[config.mk]
export PLATFORM = sky130hd
export DESIGN_NAME = uart_rx
export DESIGN_NICKNAME = d
export VERILOG_FILES = /design/src/rtl/uart_rx.sv
export SDC_FILE = /design/constraint.sdc
export NUM_CORES = 1
export LEC_CHECK = 0
export CAP_MARGIN = 25
export CORE_MARGIN = 4
export CORE_UTILIZATION = 40
export DETAILED_ROUTE_END_ITERATION = 12
export SYNTH_ARGS = -nofsm -noshare
export SYNTH_HDL_FRONTEND = slang
export SYNTH_SLANG_ARGS = --single-unit
export TNS_END_PERCENT = 50
[constraint.sdc]
create_clock -name clk -period 2.31 [get_ports clk]
set_input_delay 0.231 -clock clk [delete_from_list [all_inputs] [get_ports clk]]
set_output_delay 0.231 -clock clk [all_outputs]
set_load 0.02 [all_outputs]
[src/rtl/uart_rx.sv]
// 8N1 LSB-first UART receiver with a one-byte holding register, an irr/ack
// handshake towards the CPU and sticky overrun / framing-error status.
module uart_rx #(
  parameter int CLKS_PER_BIT = 104
) (
  input  logic       clk,
  input  logic       reset,
  input  logic       rx,
  output logic [7:0] rx_data,
  output logic       irr,
  input  logic       ack,
  output logic       overrun,
  output logic       frame_err
);

  localparam int CW = $clog2(CLKS_PER_BIT);
  localparam int HALF = CLKS_PER_BIT / 2;
  localparam logic [CW-1:0] CNT_LAST  = CW'(CLKS_PER_BIT - 1);
  localparam logic [CW-1:0] HALF_LAST = CW'(HALF - 1);
  localparam logic [CW-1:0] CNT_ONE   = CW'(1);

  typedef enum logic [2:0] {
    S_IDLE      = 3'd0,
    S_START     = 3'd1,
    S_DATA      = 3'd2,
    S_STOP      = 3'd3,
    S_WAIT_IDLE = 3'd4
  } state_t;

  state_t        state_q, state_d;
  logic [CW-1:0] cnt_q, cnt_d;
  logic [2:0]    bit_idx_q, bit_idx_d;
  logic [7:0]    shreg_q, shreg_d;
  logic          rx_meta_q, rx_sync_q;
  logic          ack_q;
  logic [7:0]    rx_data_q, rx_data_d;
  logic          irr_q, irr_d;
  logic          overrun_q, overrun_d;
  logic          frame_err_q, frame_err_d;
  logic          rx_s;
  logic          ack_rise_s;
  logic          stop_done_s;

  assign rx_s       = rx_sync_q;
  assign ack_rise_s = ack & ~ack_q;

  // Input conditioning: two-flop synchroniser on rx and ack edge history.
  always_ff @(posedge clk) begin
    if (reset) begin
      rx_meta_q <= 1'b1;
      rx_sync_q <= 1'b1;
      ack_q     <= 1'b0;
    end else begin
      rx_meta_q <= rx;
      rx_sync_q <= rx_meta_q;
      ack_q     <= ack;
    end
  end

  // FSM state register together with its bit counters and shift register.
  always_ff @(posedge clk) begin
    if (reset) begin
      state_q   <= S_IDLE;
      cnt_q     <= '0;
      bit_idx_q <= 3'd0;
      shreg_q   <= 8'h00;
    end else begin
      state_q   <= state_d;
      cnt_q     <= cnt_d;
      bit_idx_q <= bit_idx_d;
      shreg_q   <= shreg_d;
    end
  end

  // Next-state logic; the start bit is re-checked at mid-bit to reject glitches.
  always_comb begin
    state_d   = state_q;
    cnt_d     = cnt_q;
    bit_idx_d = bit_idx_q;
    shreg_d   = shreg_q;
    case (state_q)
      S_IDLE: begin
        if (!rx_s) begin
          state_d = S_START;
          cnt_d   = '0;
        end else begin
          state_d = S_IDLE;
        end
      end
      S_START: begin
        if (cnt_q == HALF_LAST) begin
          cnt_d     = '0;
          bit_idx_d = 3'd0;
          if (!rx_s) begin
            state_d = S_DATA;
          end else begin
            state_d = S_IDLE;
          end
        end else begin
          cnt_d = cnt_q + CNT_ONE;
        end
      end
      S_DATA: begin
        if (cnt_q == CNT_LAST) begin
          cnt_d            = '0;
          shreg_d[bit_idx_q] = rx_s;
          if (bit_idx_q == 3'd7) begin
            state_d = S_STOP;
          end else begin
            bit_idx_d = bit_idx_q + 3'd1;
          end
        end else begin
          cnt_d = cnt_q + CNT_ONE;
        end
      end
      S_STOP: begin
        // Leaving mid stop bit lets a back-to-back start edge be caught.
        if (cnt_q == CNT_LAST) begin
          cnt_d = '0;
          if (rx_s) begin
            state_d = S_IDLE;
          end else begin
            state_d = S_WAIT_IDLE;
          end
        end else begin
          cnt_d = cnt_q + CNT_ONE;
        end
      end
      S_WAIT_IDLE: begin
        if (rx_s) begin
          state_d = S_IDLE;
        end else begin
          state_d = S_WAIT_IDLE;
        end
      end
      default: begin
        state_d   = S_IDLE;
        cnt_d     = '0;
        bit_idx_d = 3'd0;
      end
    endcase
  end

  assign stop_done_s = (state_q == S_STOP) && (cnt_q == CNT_LAST);

  // Output logic: deliver, overrun, framing error and acknowledge handling.
  always_comb begin
    rx_data_d   = rx_data_q;
    irr_d       = irr_q;
    overrun_d   = overrun_q;
    frame_err_d = frame_err_q;
    if (stop_done_s && rx_s) begin
      if (!irr_q || ack_rise_s) begin
        rx_data_d = shreg_q;
        irr_d     = 1'b1;
      end else begin
        overrun_d = 1'b1;
      end
    end else if (stop_done_s && !rx_s) begin
      frame_err_d = 1'b1;
      if (ack_rise_s) begin
        irr_d = 1'b0;
      end else begin
        irr_d = irr_q;
      end
    end else if (ack_rise_s) begin
      irr_d = 1'b0;
    end else begin
      irr_d = irr_q;
    end
  end

  // Registered CPU-facing outputs.
  always_ff @(posedge clk) begin
    if (reset) begin
      rx_data_q   <= 8'h00;
      irr_q       <= 1'b0;
      overrun_q   <= 1'b0;
      frame_err_q <= 1'b0;
    end else begin
      rx_data_q   <= rx_data_d;
      irr_q       <= irr_d;
      overrun_q   <= overrun_d;
      frame_err_q <= frame_err_d;
    end
  end

  assign rx_data   = rx_data_q;
  assign irr       = irr_q;
  assign overrun   = overrun_q;
  assign frame_err = frame_err_q;

endmodule

==> summary.md <==
| Metric | Value |
|---|---|
| FF+latch count, synth | 35 |
| Diodes inserted | 0 |
| Synth warn | 0 |
| Maximum vdd drop | 0.000460 V |
| Worst path top cell family by delay | compound AO/OA/AOI/OAI gates |
| Worst endpoint data arrival time | 2.08 ns |
| Final Setup Violations | 0 |
| Max Cap Viol | 0 |
| CP peak stage delay | 0.40 ns |
| Fraction of layout cells with a size suffix above 1 | 0.155 |
| Sum Neg Setup Slack | 0 ns |
| Pwr/cell area | 766 nW/um^2 |
| Final Cell Area | 2020 sq um |
| Unique masters post-synth | 46 |
| Share of the synthesized area in the top cell type | 0.404 |
| Detailed placer's ending HPWL | 2580 microns |
| CP startpoint kind | flip-flop |
| Num rows | 23 |
| CP Max Fanout | 5 |
| Root buffer cell | clkbuf_8 |
| CP startpoint | cnt_q[0] |
| Die ar. | 5450 sq um |
| Initial Util | 0.424 |
| Post-CTS Setup Bufs | 0 |
| Synthesized area per cell | 9.57 sq um |
| Seq/Total Area, Yosys | 0.404 |
| Synth Cell Area | 1730 sq um |
| Placed cells | 242 |
| Run status | finished, final reports clean |
| Hold Fails Final Rpt | 0 |
| First-pass GRT wire length | 6200 microns |
| Most common cell in the netlist | dfxtp_1 |
| Worst Setup End Kind | flip-flop |
| Routed vias | 1,343 |
| DRC Markers | 0 |
| Largest net degree at the start of global routing | 27 |
| DRT antenna net count | 0 |
| Worst hold margin | 0.402 ns |
| I/O pin cnt | 15 |
| Post-layout min period | 1.91 ns |
| Slew @ Worst Pin | 0.759 ns |
| Grt ovf | 0 |
| Synthesized instance count | 181 |
| Crit path to | bit_idx_q[0] |
| RR Endpoint | bit_idx_q[0] |
| Ys async rst share | 0 |
| Largest area contributor in the netlist | dfxtp_1 |
| DP Area | 1910 sq um |
| Crit-path cells | ha_1 -> and4bb_2 -> a211oi_1 -> a211oi_2 -> mux2_2 |
| Nets | 206 |
| Largest cells by area after synthesis | dfxtp_1, mux2i_1, nand2_1 |
| Reg clk slew, reported paths | 0.07 ns |
| Pins Over Slew Limit | 0 |
| Unrepaired setup endpoints after global routing | false |
| Vias per inst | 5.37 |
| Critical path depth in cells | 5 |
| IO Port Bufs | 14 |
| Synth cell count leaders | dfxtp_1, nand2_1, nor2_1, mux2i_1, a21oi_1 |
| Post-cts sizing count | 0 |
| Layout Cells excl Fill | 250 |
| Reg2reg setup slack | 0.40 ns |
| Fmax | 0.522 GHz |
| Final core occ | 0.494 |
| Worst skew pair latency | 0.29 ns |
| Initial antenna violation count | 0 |
| # fillers | 391 |
| R2R cell count | 5 |
| DIE HEIGHT | 73.8 microns |
| Required @ worst endpoint | 2.48 ns |
| Hold/Removal Path Class | reg2reg |
| GPL Wtd Cong | 0.811 |
| Relative slew margins | 0.490 |
| CP Buf/Inv Count | 0 |
| TritonCTS Buffers | 5 |
| Area growth, synth to finish | 16.5% |
| Worst Skew | 0.00983 ns |
| Vias in the first global route | 1,357 |
| DRT Wirelength | 3580 microns |
| Die Width | 73.8 microns |
| Core area | 4090 sq um |
| Per-cell routed wire length | 14.3 microns |
| Pre-Repair DR Iteration Count | 4 |
| Primary FF master, synth | dfxtp_1 |
| H-tree Lvls | 2 |
| Clk buf depth | 2 |
| Reg2Reg Launch Point | cnt_q[0] |
| Hold_buf cts | 0 |
| GR Util All Layers | 0.148 |
| Clock Sinks | 35 |
| Period utilization | 0.829 |
| Starting DRT DRC Count | 45 |
| WS Path Type | reg2reg |
| Crit-path slowest cell | a211oi_2 |
| Post-synth EDFFs | 0 |
| Leakage Power | 0.715 nW |
| Syn Nets | 188 |
| CTS tree | done |
==> registers in the layout (all words and copies together) (netlist names) <==
register and flops:
rx_s 1, state_q 3, overrun 1, cnt_q 7, rx_meta_q 1, irr 1
frame_err 1, bit_idx_q 3, rx_data 8, ack_q 1, shreg_q 8
==> logic make-up (layout without fill, tap and decap cells) <==
| family | after synthesis | count (layout) | share of synthesized area |
|---|---|---|---|
| mux | 18 | 18 | 0.105 |
| compound gates | 35 | 35 | 0.150 |
| buf+inv | 10 | 29 | 0.0426 |
| simple gates | 80 | 80 | 0.277 |
| fa+ha+maj | 3 | 3 | 0.0217 |
| flops | 35 | 35 | 0.404 |
==> worst min-delay path by stage <==
| stage | start | to | slack, ns | cells after the start |
|---|---|---|---|---|
| 6_report | rx_meta_q | rx_s | 0.40 | 1 |
| 5_1_grt | rx_meta_q | rx_s | 0.44 | 1 |
| 4_1_cts | rx_meta_q | rx_s | 0.40 | 1 |
| 3_5_place_dp | rx_meta_q | rx_s | 0.40 | 1 |
| 3_3_place_gp | rx_meta_q | rx_s | 0.39 | 1 |
| 2_1_floorplan | rx | rx_meta_q | 0.33 | 1 |
==> through the flow <==
step / power [mW] / setup slack (ns)
final: 1.55 / 0.396
after global routing: 1.63 / 0.240
after CTS: 1.56 / 0.390
after detailed placement: 1.01 / 0.364
after global placement: 1.00 / 0.392
after floorplan: 0.948 / 0.470
==> cells in the final DEF (no fill, tap or decap), drive strengths merged, types with 5 or more instances in the layout <==
cell type and count:
a21oi 10, and2 5, buf 5, clkbuf 5, clkdlybuf4s50 14, dfxtp 35, mux2i 17, nand2 23
nand3 7, nor2 19, nor2b 5, o21a 5
==> metal layers <==
| metal | vias to the layer above | part of all wire | wire length, microns | global-route usage |
|---|---|---|---|---|
| met1 | 633 | 0.46 | 1660 | 0.176 |
| met3 | 7 | 0.025 | 90 | 0.0424 |
| met2 | 20 | 0.50 | 1780 | 0.251 |
| li1 | 683 | - | - | - |
| met5 | - | 0 | 0 | 0 |
| met4 | 0 | 0.016 | 57 | 0.0543 |
==> where the power goes <==
| part | switching [mW] | internal [mW] | leakage [nW] |
|---|---|---|---|
| Combinational | 0.190 | 0.122 | 0.374 |
| Clock | 0.226 | 0.321 | 0.0581 |
| Sequential | 0.0537 | 0.635 | 0.283 |
| Total | 0.470 | 1.08 | 0.715 |
==> layout make-up <==
cell class / count / area (sq um) / share of cell area
clock inverter: 3 / 43.8 / 0.0217
sequential: 35 / 701 / 0.347
inverter: 2 / 7.51 / 0.00372
multi-input combinational: 136 / 958 / 0.475
tap: 50 / 62.6 / 0.0310
timing repair buffer: 19 / 178 / 0.0880
clock buffer: 5 / 68.8 / 0.0341
Power figures use the tool's default switching activity.
